[config.mk]
export PLATFORM = sky130hd
export DESIGN_NAME = multicycle_control
export DESIGN_NICKNAME = d
export VERILOG_FILES = /design/src/rtl/multicycle_control_pkg.sv /design/src/rtl/multicycle_control_output_decode.sv /design/src/rtl/multicycle_control.sv
export SDC_FILE = /design/constraint.sdc
export NUM_CORES = 1
export LEC_CHECK = 0
export BUFFER_PORTS_ARGS = -buffer_cell sky130_fd_sc_hd__buf_4
export CORE_MARGIN = 4
export CORE_UTILIZATION = 39
export DETAILED_ROUTE_END_ITERATION = 12
export GPL_TIMING_DRIVEN = 0
export PLACE_DENSITY = 0.81
export SLEW_MARGIN = 5
export SYNTH_ARGS = -nofsm -noshare
export SYNTH_HDL_FRONTEND = slang
export SYNTH_SLANG_ARGS = --single-unit
[constraint.sdc]
create_clock -name clk -period 2.21 [get_ports clk]
set_input_delay 0.5525 -clock clk [delete_from_list [all_inputs] [get_ports clk]]
set_output_delay 0.5525 -clock clk [all_outputs]
set_load 0.005 [all_outputs]
[src/rtl/multicycle_control_pkg.sv]
// Shared encodings for the multi-cycle RV32 sequencer: opcodes, immediate and ALU codes,
// FSM states, datapath mux selects and the bundled control vector.
package multicycle_control_pkg;

   localparam logic [6:0] OPC_RTYPE  = 7'b0110011;
   localparam logic [6:0] OPC_ITYPE  = 7'b0010011;
   localparam logic [6:0] OPC_LOAD   = 7'b0000011;
   localparam logic [6:0] OPC_STORE  = 7'b0100011;
   localparam logic [6:0] OPC_BRANCH = 7'b1100011;
   localparam logic [6:0] OPC_JAL    = 7'b1101111;

   localparam logic [2:0] IMM_NONE = 3'd0;
   localparam logic [2:0] IMM_I    = 3'd1;
   localparam logic [2:0] IMM_S    = 3'd2;
   localparam logic [2:0] IMM_B    = 3'd3;
   localparam logic [2:0] IMM_J    = 3'd4;

   localparam logic [2:0] ALU_ADD   = 3'b000;
   localparam logic [2:0] ALU_SUB   = 3'b001;
   localparam logic [2:0] ALU_FUNCT = 3'b010;
   localparam logic [2:0] ALU_JAL   = 3'b011;

   localparam logic [1:0] PC_SRC_ALU    = 2'b00;
   localparam logic [1:0] PC_SRC_ALUOUT = 2'b01;

   localparam logic [1:0] WB_ALUOUT = 2'b00;
   localparam logic [1:0] WB_MDR    = 2'b01;
   localparam logic [1:0] WB_PC     = 2'b10;

   localparam logic [1:0] A_PC     = 2'b00;
   localparam logic [1:0] A_RS1    = 2'b01;
   localparam logic [1:0] A_OLD_PC = 2'b10;

   localparam logic [1:0] B_RS2  = 2'b00;
   localparam logic [1:0] B_FOUR = 2'b01;
   localparam logic [1:0] B_IMM  = 2'b10;

   typedef enum logic [2:0] {
      S_FETCH  = 3'd0,
      S_DECODE = 3'd1,
      S_EXEC   = 3'd2,
      S_MEM    = 3'd3,
      S_WB     = 3'd4,
      S_HALT   = 3'd5
   } state_t;

   typedef struct packed {
      logic       mem_req;
      logic       mem_we;
      logic       iord;
      logic       ir_write;
      logic       mdr_write;
      logic       pc_write;
      logic [1:0] pc_src;
      logic       reg_write;
      logic [1:0] wb_sel;
      logic [1:0] alu_src_a;
      logic [1:0] alu_src_b;
      logic [2:0] alu_op;
      logic [2:0] imm_sel;
      logic       retire;
   } ctrl_t;

   // All-zero vector doubles as the reset/idle value since IMM_NONE is 0.
   localparam ctrl_t CTRL_IDLE = '0;

   function automatic logic is_legal(input logic [6:0] opcode, input logic [2:0] funct3);
      case (opcode)
         OPC_RTYPE, OPC_ITYPE, OPC_LOAD, OPC_STORE, OPC_JAL: is_legal = 1'b1;
         OPC_BRANCH: is_legal = (funct3 == 3'b000) || (funct3 == 3'b001);
         default:    is_legal = 1'b0;
      endcase
   endfunction

endpackage

[src/rtl/multicycle_control_output_decode.sv]
// Combinational decode of sequencer state and IR fields into the datapath control vector.
module mc_output_decode
   import multicycle_control_pkg::*;
(
   input  state_t     state,
   input  logic       run,
   input  logic [6:0] opcode,
   input  logic [2:0] funct3,
   input  logic       zero,
   input  logic       mem_ready,
   output ctrl_t      ctrl
);

   always_comb begin
      // NOTE: default every field first so no path through the case can infer a latch.
      ctrl = CTRL_IDLE;
      unique case (state)
         S_FETCH: begin
            if (run) begin
               ctrl.mem_req   = 1'b1;
               ctrl.iord      = 1'b0;
               ctrl.alu_src_a = A_PC;
               ctrl.alu_src_b = B_FOUR;
               ctrl.alu_op    = ALU_ADD;
               if (mem_ready) begin
                  ctrl.ir_write = 1'b1;
                  ctrl.pc_write = 1'b1;
                  ctrl.pc_src   = PC_SRC_ALU;
               end
            end
         end
         S_DECODE: begin
            // ALUOut captures old_pc + imm as the branch/jump target.
            ctrl.alu_src_a = A_OLD_PC;
            ctrl.alu_src_b = B_IMM;
            ctrl.alu_op    = ALU_ADD;
            if (opcode == OPC_BRANCH)   ctrl.imm_sel = IMM_B;
            else if (opcode == OPC_JAL) ctrl.imm_sel = IMM_J;
            else                        ctrl.imm_sel = IMM_NONE;
         end
         S_EXEC: begin
            case (opcode)
               OPC_RTYPE: begin
                  ctrl.alu_src_a = A_RS1;
                  ctrl.alu_src_b = B_RS2;
                  ctrl.alu_op    = ALU_FUNCT;
               end
               OPC_ITYPE, OPC_LOAD, OPC_STORE: begin
                  ctrl.alu_src_a = A_RS1;
                  ctrl.alu_src_b = B_IMM;
                  ctrl.alu_op    = ALU_ADD;
                  ctrl.imm_sel   = (opcode == OPC_STORE) ? IMM_S : IMM_I;
               end
               OPC_BRANCH: begin
                  ctrl.alu_src_a = A_RS1;
                  ctrl.alu_src_b = B_RS2;
                  ctrl.alu_op    = ALU_SUB;
                  ctrl.imm_sel   = IMM_B;
                  ctrl.pc_src    = PC_SRC_ALUOUT;
                  ctrl.pc_write  = ((funct3 == 3'b000) &&  zero) ||
                                   ((funct3 == 3'b001) && !zero);
                  ctrl.retire    = 1'b1;
               end
               OPC_JAL: begin
                  // PC already holds old_pc + 4, which becomes the link value.
                  ctrl.imm_sel   = IMM_J;
                  ctrl.alu_op    = ALU_JAL;
                  ctrl.pc_write  = 1'b1;
                  ctrl.pc_src    = PC_SRC_ALUOUT;
                  ctrl.reg_write = 1'b1;
                  ctrl.wb_sel    = WB_PC;
                  ctrl.retire    = 1'b1;
               end
               default: ctrl = CTRL_IDLE;
            endcase
         end
         S_MEM: begin
            ctrl.mem_req = 1'b1;
            ctrl.iord    = 1'b1;
            ctrl.mem_we  = (opcode == OPC_STORE);
            if (mem_ready) begin
               if (opcode == OPC_LOAD) ctrl.mdr_write = 1'b1;
               else                    ctrl.retire    = 1'b1;
            end
         end
         S_WB: begin
            ctrl.reg_write = 1'b1;
            ctrl.wb_sel    = (opcode == OPC_LOAD) ? WB_MDR : WB_ALUOUT;
            ctrl.retire    = 1'b1;
         end
         default: ctrl = CTRL_IDLE;
      endcase
   end

endmodule

[src/rtl/multicycle_control.sv]
// Multi-cycle sequencer for the shared RV32 datapath: state register, next-state logic,
// sticky illegal flag, and the output decode instance.
module multicycle_control
   import multicycle_control_pkg::*;
#(
   parameter logic [31:0] RESET_PC = 32'h0000_0000
) (
   input  logic        clk,
   input  logic        rst_n,
   input  logic        run,
   input  logic [6:0]  opcode,
   input  logic [2:0]  funct3,
   input  logic        zero,
   input  logic        mem_ready,
   output logic        mem_req,
   output logic        mem_we,
   output logic        iord,
   output logic        ir_write,
   output logic        mdr_write,
   output logic        pc_write,
   output logic [1:0]  pc_src,
   output logic        reg_write,
   output logic [1:0]  wb_sel,
   output logic [1:0]  alu_src_a,
   output logic [1:0]  alu_src_b,
   output logic [2:0]  alu_op,
   output logic [2:0]  imm_sel,
   output logic        retire,
   output logic        illegal,
   output logic [2:0]  state_o,
   output logic [31:0] pc_reset_val
);

   state_t state, state_next;
   ctrl_t  dec_ctrl, ctrl;

   // NOTE: sequential state uses non-blocking assignments; reset is asynchronous, active-low.
   always_ff @(posedge clk or negedge rst_n) begin
      if (!rst_n) begin
         state   <= S_FETCH;
         illegal <= 1'b0;
      end else begin
         state <= state_next;
         if (state == S_DECODE && !is_legal(opcode, funct3))
            illegal <= 1'b1;
      end
   end

   always_comb begin
      state_next = state;
      unique case (state)
         S_FETCH:  if (run && mem_ready) state_next = S_DECODE;
         S_DECODE: state_next = is_legal(opcode, funct3) ? S_EXEC : S_HALT;
         S_EXEC: begin
            case (opcode)
               OPC_RTYPE, OPC_ITYPE: state_next = S_WB;
               OPC_LOAD, OPC_STORE:  state_next = S_MEM;
               default:              state_next = S_FETCH;
            endcase
         end
         S_MEM:  if (mem_ready) state_next = (opcode == OPC_LOAD) ? S_WB : S_FETCH;
         S_WB:   state_next = S_FETCH;
         S_HALT: state_next = S_HALT;
         default: state_next = S_FETCH;
      endcase
   end

   mc_output_decode u_decode (
      .state     (state),
      .run       (run),
      .opcode    (opcode),
      .funct3    (funct3),
      .zero      (zero),
      .mem_ready (mem_ready),
      .ctrl      (dec_ctrl)
   );

   // Gating with rst_n drops a pending request the moment reset asserts, before any edge.
   assign ctrl = rst_n ? dec_ctrl : CTRL_IDLE;

   assign mem_req      = ctrl.mem_req;
   assign mem_we       = ctrl.mem_we;
   assign iord         = ctrl.iord;
   assign ir_write     = ctrl.ir_write;
   assign mdr_write    = ctrl.mdr_write;
   assign pc_write     = ctrl.pc_write;
   assign pc_src       = ctrl.pc_src;
   assign reg_write    = ctrl.reg_write;
   assign wb_sel       = ctrl.wb_sel;
   assign alu_src_a    = ctrl.alu_src_a;
   assign alu_src_b    = ctrl.alu_src_b;
   assign alu_op       = ctrl.alu_op;
   assign imm_sel      = ctrl.imm_sel;
   assign retire       = ctrl.retire;
   assign state_o      = state;
   assign pc_reset_val = RESET_PC;

endmodule

Yosys cells after proc, flatten, opt, wreduce, memory -nomap -nowiden
Cells that the tools add are included. W data, S select, Z words.

Output and inout bits: 58. Bits of input ports: 15. Logic and storage cells: 72. Register bits after elaboration: 4.

Eq/ne operators: 14. Reductions and logical operators: 17. Muxes and demuxes: 39.

Operators with widths (count): $pmux W3 S2 (6); $mux W3 (9); $mux W22 (1); $pmux W7 S3 (1); $pmux W3 S5 (1); $eq A7 B6 Y1 const B (2); $eq A7 B7 Y1 const B (2); $mux W1 (13); $pmux W3 S3 (1); $reduce_or A2 Y1 (4); $eq A7 B2 Y1 const B (1); $eq A7 B5 Y1 const B (1); $eq A3 B1 Y1 const B (2); $eq A3 B2 Y1 const B (2); $eq A3 B3 Y1 const B (2); $logic_not A3 Y1 (2); $pmux W1 S2 (3); $pmux W2 S3 (1); $reduce_or A5 Y1 (1); $logic_and A1 B1 Y1 (4); $mux W4 (1); $ne A2 B2 Y1 const B (2); $pmux W1 S3 (1); $reduce_or A3 Y1 (1); other kinds (4) (6).

Depth between registers and ports, before layout
Gate-level depths: netlist of the first run.

Depth after elaboration: 6. Gate-level depth with buffers: 5. Mapped depth without buffers: 4.

Hierarchy
Synthesis of the first run repeated with hierarchy kept, for this count alone.

Cell total of the unflattened synthesis: 152. Area total of the unflattened synthesis: 1112.3 µm².

By module, submodules not included: multicycle_control (area each 728.2 µm², sequential area each 100.1 µm², cells an instance 94, times used 1); mc_output_decode (area each 384.1 µm², sequential area each 0.0 µm², cells an instance 58, times used 1).

Worst setup path after synthesis of the first run
OpenSTA, ideal clock, no wires.

Path type: input-to-output. Start point: in opcode[2]. End point: out pc_write. Cell stages on the path: 5. Slack: 0.226 ns. Data arrival time: 1.431 ns. Cells stage by stage: nand4bb_1 > buf_2 > nor2_1 > a21oi_2 > a2111oi_2.

Longest elaborated chain between the ends: 4. Elaborated cells between the ends (all ways): 5. Those cells by class: 2 x eq/ne; 3 x mux.

RTL lines: start, declared (RTL line multicycle_control.sv:11) `input logic [6:0] opcode,`; $eq A7 B7 Y1 (RTL line multicycle_control_output_decode.sv:42) `case (opcode)`; $pmux W3 S2 (*) (RTL line multicycle_control_output_decode.sv:42); $pmux W3 S2 (*) (RTL line multicycle_control_output_decode.sv:17) `unique case (state)`; $mux W22 (*) (RTL line multicycle_control.sv:79) `assign ctrl = rst_n ? dec_ctrl : CTRL_IDLE;`; end, declared (RTL line multicycle_control.sv:20) `output logic pc_write,`.

Every way passes the cells marked *; elsewhere a longest branch is shown, timed or not.

Worst setup path in the final report of the first run
Start point: in opcode[2]. End point: out retire.

Longest elaborated chain between the ends: 5. Elaborated cells between the ends (all ways): 9. Those cells by class: 3 x eq/ne; 5 x mux; 1 x reduce/logical.

RTL lines: $eq A7 B2 Y1 / $eq A7 B7 Y1 (equally long branches) (RTL line multicycle_control_output_decode.sv:82, multicycle_control_output_decode.sv:42); $mux W1 / $reduce_or A2 Y1 (equally long branches); $mux W1, on equally long branches (RTL line multicycle_control_output_decode.sv:81, multicycle_control_output_decode.sv:42); $pmux W1 S3 (*) (RTL line multicycle_control_output_decode.sv:17); $mux W22 (*) (RTL line multicycle_control.sv:79); end, declared (RTL line multicycle_control.sv:28) `output logic retire,`.

Marked as above.

==> flow_summary.ini, run 1 <==
[clocking]
cts_sinks = 4
cts_tree = yes
clkTransAtPathRegs_ns = 0.04
clock_tree.buffer_depth = 2
cts_root_buf = clkbuf_4
htreeDepth = 1
cts_buffers = 3
worstSkewPairLatency_ns = 0.23
cts_hold_buf = 0

[worst_setup_path]
critPathMaxFanout = 5
cp-start-kind = primary input
critical_path_required_ns = 1.66
endpoint_kind = primary output
crit_arrival_ns = 1.65
reg2reg_from = state_o[1]
rr_endpoint = state_o[0]
critical_path_class = primary input to primary output
r2r_slack_ns = 0.71
endpoint = retire
reg2regPathDepth = 5
crit_path_start = opcode[2]

[synthesis]
yosys.area_share.simple_pct = 34.09
synthFlopType = dfrtp_1
netlist_area_um2 = 880.8
synth_compound_area_share_pct = 19.74
synthXorXnorAreaFrac_pct = 1.989
synthAdderAreaFrac_pct = 0
synth_area_per_cell_um2 = 7.340
synthArstFlopShare_pct = 100.0
muxShareOfSynthArea_pct = 0
ys_types = 39
synth-edff-count = 0
ys_seq_elements = 4
synthCells = 120
yosys_warnings = 0
synth_top_family_by_area = simple AND/OR/NAND/NOR gates
ys_seq_area_share_pct = 11.36

[power]
p_per_area_nw_per_um2 = 423.7
ir_drop_mv = 0.4014
leakagePower_nw = 0.7576
power.total_uw = 622.4

[place]
placed_area_um2 = 1316
numPortBuffers = 37
hpwl_mm = 2.046
placed_cells = 217
place_congestion = 0.8974

[cells_and_area]
regArea_um2 = 100.1
multi_input_area_um2 = 681.9
nets = 215
fin_util_pct = 71.24
drive_gt1_share_pct = 51.01
final_common_cell = buf_4
instances_no_fill = 225
area_growth_pct = 66.76
nFillCells = 170
mostFrequentLayoutCells = buf_4 (73), conb_1 (34), nor2_1 (11)
stdcell_area_um2 = 1469
n_antenna_cell = 0

[sta]
period_share_pct = 99.62
rsz0062_at_grt = true
finClkSkew_ns = 0.001248
fin_crit_ns = 2.202
hold_viol = 0
finalMaxSlewViolations = 0
finalSetupViolCount = 0
fmax_ghz = 0.4542

[global_route]
grt_pass1_wl_mm = 4.243
grtUsageMet3_pct = 3.263
grt_use_met1_pct = 19.67
antenna_found_initial = 0
grt_usage_pct = 16.19
grt_pass1_vias = 966
grt_remaining_overflow = 0
met2_usage_pct = 27.87
grt_max_degree = 11
busiest_layer = met2

[routing]
vias = 1006
avgViaCountPerCell = 4.471
routed_wl_mm = 2.633
dr.pass1.iters = 4
wire_per_inst_um = 11.70
drt_iter0_drc = 43
drcViolationCount = 0
ant_nets = 0

[outcome]
outcome = finished, final reports clean

[hold_path]
min_path_type = primary input to asynchronous set/reset pin

[die]
die_y_um = 55.53
boundaryPins = 73
die-area_um2 = 3083
initial_utilization_pct = 42.72
rows = 16
die_w_um = 55.53
fp.coreArea_um2 = 2062

[job]
cap_violations = 0
==> sequential cells by signal (all words and copies together), names as in the netlist <==
name     cells
state_o      3
illegal      1
==> kinds of logic (layout without fill, tap and decap cells) <==
| family | after synthesis | count (layout) |
|---|---|---|
| and+or+nand+nor | 52 | 52 |
| buffers and inverters | 39 | 84 |
| AOI/OAI and AO/OA | 22 | 22 |
| DFF | 4 | 4 |
| xor gates and xnor gates | 2 | 2 |
| other | 1 | 34 |
==> cells in the mapped netlist (2+ instances only) <==
| cell | number | area [um2] |
|---|---|---|
| buf_4 | 34 | 255.2 |
| nor2b_1 | 9 | 56.30 |
| a31oi_1 | 2 | 12.51 |
| dfrtp_1 | 4 | 100.1 |
| nor4_1 | 2 | 12.51 |
| nand2_1 | 9 | 33.78 |
| a21oi_1 | 6 | 30.03 |
| o21bai_1 | 2 | 15.01 |
| and3_1 | 3 | 18.77 |
| nor3_1 | 4 | 20.02 |
| buf_2 | 3 | 15.01 |
| nor2_1 | 14 | 52.55 |
| nand3_1 | 2 | 10.01 |
==> area by class of cell <==
cell class	count	share of cell area [%]
Buffer	38	19.93
Inverter	1	0.2555
Sequential cell	4	6.814
Clock buffer	3	1.533
Multi-Input combinational cell	110	46.42
Tap cell	27	2.300
Timing Repair Buffer	42	22.74
==> power by group <==
part           internal, mW  switching [mW]
registers            0.0921          0.0237
logic                 0.196           0.223
clock network        0.0606          0.0271
==> timing repair <==
item | CTS | global route
buffers inserted | 4 | 1
gates resized for setup | 5 | 17
endpoints found under the setup margin | 6 | 9
pin swaps | 2 | 3
==> worst min path at each step <==
stage               startpoint          to  cells after the start
floorplan                rst_n     illegal                      0
global placement         rst_n  state_o[1]                      1
detailed placement       rst_n  state_o[1]                      1
CTS                      rst_n  state_o[1]                      1
global route             rst_n  state_o[1]                      1
finish                   rst_n  state_o[1]                      1
==> per-stage QoR <==
step | worst slack, ns | setup TNS, ns | hold WS, ns
after global placement | -0.1084 | -0.2301 | 0.3623
after detailed placement | -0.1269 | -0.3056 | 0.3631
final | 0.008397 | 0 | 0.1267
after global routing | -0.05647 | -0.08629 | 0.1272
after CTS | -0.01882 | -0.04435 | 0.1158
after floorplan | 0.2261 | 0 | 0.2569
==> routing by layer <==
| metal | routed length, um | vias up |
|---|---|---|
| li1 | - | 506 |
| met1 | 1002 | 427 |
| met2 | 1316 | 69 |
| met3 | 282 | 4 |
| met4 | 32 | 0 |
| met5 | 0 | - |
==> critical path, cell delays in order <==
cell	delay [ns]
buf_8	0.09
nand4bb_1	0.19
buf_6	0.15
nor4_4	0.24
o2bb2ai_1	0.11
a22o_1	0.18
buf_4	0.13
Power figures use the tool's default switching activity.
==> run 2: changes to the inputs <==
--- a/config.mk
+++ b/config.mk
@@ -11,6 +11,7 @@
 export DETAILED_ROUTE_END_ITERATION = 12
 export GPL_TIMING_DRIVEN = 0
 export PLACE_DENSITY = 0.81
+export SETUP_SLACK_MARGIN = 0.02
 export SLEW_MARGIN = 5
 export SYNTH_ARGS = -nofsm -noshare
 export SYNTH_HDL_FRONTEND = slang
==> flow_summary.ini, run 2 (synthesis gave the netlist of run 1 again) <==
[outcome]
outcome = finished, final reports clean

[cells_and_area]
largest_reg_flops = 3
multi_input_area_um2 = 704.4
final_common_cell = buf_4
n_antenna_cell = 0
regArea_um2 = 100.1
drive_gt1_share_pct = 51.78
area_growth_pct = 68.04
nFillCells = 168
mostFrequentLayoutCells = buf_4 (72), conb_1 (34), nor2_1 (10)
nets = 214

[worst_setup_path]
max_stage_delay_ns = 0.30
cp-start-kind = primary input
path_cells = buf_8 -> nand4bb_1 -> buf_6 -> nor2_4 -> a21oi_2 -> a2111oi_4 -> buf_4
critPathMaxFanout = 5
critical_path_class = primary input to primary output
cpMaxStageDelayCell = a2111oi_4
critical_path_required_ns = 1.66
endpoint_kind = primary output
crit_arrival_ns = 1.61

[die]
boundaryPins = 73
die_w_um = 55.53
fp.coreArea_um2 = 2062
die-area_um2 = 3083
initial_utilization_pct = 42.72
die_y_um = 55.53
rows = 16

[power]
switchingPower_uw = 285.6
power.total_uw = 635.9
swShare_pct = 44.91
ir_drop_mv = 0.4185
p_seq_share_pct = 18.5
power_frac_comb_pct = 67.7
power_frac_clock_pct = 13.8
p_per_area_nw_per_um2 = 429.6
internal_power_uw = 350.3
leakagePower_nw = 0.7581

[place]
place_congestion = 0.8974
numPortBuffers = 37
hpwl_mm = 2.046

[clocking]
cts_root_buf = clkbuf_4
htreeDepth = 1
clock_tree.buffer_depth = 2
cts_sinks = 4
cts_tree = yes
cts_buffers = 3
clkTransAtPathRegs_ns = 0.04
cts_hold_buf = 0
worstSkewPairLatency_ns = 0.23

[global_route]
grt_max_degree = 11
grt_usage_pct = 16.71
grt_remaining_overflow = 0
antenna_found_initial = 0
grt_pass1_vias = 975
grt_pass1_wl_mm = 4.367

[routing]
wire_per_inst_um = 11.72
drt_iter0_drc = 21
avgViaCountPerCell = 4.451
vias = 997
dr.pass1.iters = 4
ant_nets = 0
routed_wl_mm = 2.626
drcViolationCount = 0

[sta]
fin_crit_ns = 2.164
finalMaxSlewViolations = 0
finalSetupViolCount = 0
hold_viol = 0
finClkSkew_ns = 0.001220
rsz0062_at_grt = true
fin_tns_setup_ns = 0
fmax_ghz = 0.4621
period_share_pct = 97.92

[hold_path]
min_path_type = primary input to asynchronous set/reset pin

[job]
cap_violations = 0
## run 2: stage by stage
step                cells  worst slack, ns  instance area, um2  utilization (%)  hold slack, ns
CTS                   224          0.02886                1423            68.99          0.1184
floorplan             153           0.2261                1005                -          0.2569
global route          224         -0.01596                1480            71.78          0.1332
finish                224          0.04587                1480            71.78          0.1335
global placement      217          -0.1084                1316            63.83          0.3623
detailed placement    217          -0.1269                1316            63.83          0.3631
## run 2: path summary, 6_finish.rpt
check / startpoint / endpoint / slack (ns) / depth (start not counted)
setup / recovery: opcode[3] / pc_write / 0.05 / 7
hold / removal: rst_n / state_o[2] / 0.13 / 1
setup reg to reg: state_o[1] / state_o[0] / 0.72 / 5
hold reg to reg: illegal / illegal / 0.49 / 1
max in group asynchronous: rst_n / state_o[0] / 1.95 / 1
min in group clk: illegal / illegal / 0.49 / 1
## run 2: cell type report
cell class | count | area share (%)
tap | 27 | 2.282
inverter | 1 | 0.2536
sequential | 4 | 6.762
clock buffer | 3 | 1.522
timing repair buffer | 41 | 21.81
buffer | 38 | 19.78
multi-input combinational | 110 | 47.59
## run 2: repair_timing
action	4_1_cts	5_1_grt
endpoints found under the setup margin	8	8
setup buffers	4	0
hold endpoints to repair	0	0
resized for setup	13	13
pin swaps	5	1
## run 2: power groups by stage
| stage | Sequential, mW | Combinational [mW] | Clock, mW |
|---|---|---|---|
| 6_report | 0.118 | 0.430 | 0.0877 |
| 5_1_grt | 0.119 | 0.476 | 0.0956 |
| 4_1_cts | 0.115 | 0.385 | 0.0925 |
| 3_5_place_dp | 0.116 | 0.371 | 0 |
| 3_3_place_gp | 0.114 | 0.359 | 0 |
| 2_1_floorplan | 0.113 | 0.234 | 0 |
## run 2: critical path: cells and delay by family
family	cells	cell delay [ns]
compound gates	2	0.37
buf+inv	3	0.42
simple gates	2	0.27
## run 2: routing by layer
metal  GRT usage [%]  up-vias  part of all wire [%]
li1                -      508                     -
met1           21.06      430                    41
met2           28.38       55                    49
met3           2.797        4                   9.1
met4           5.903        0                   1.3
met5               0        -                     0
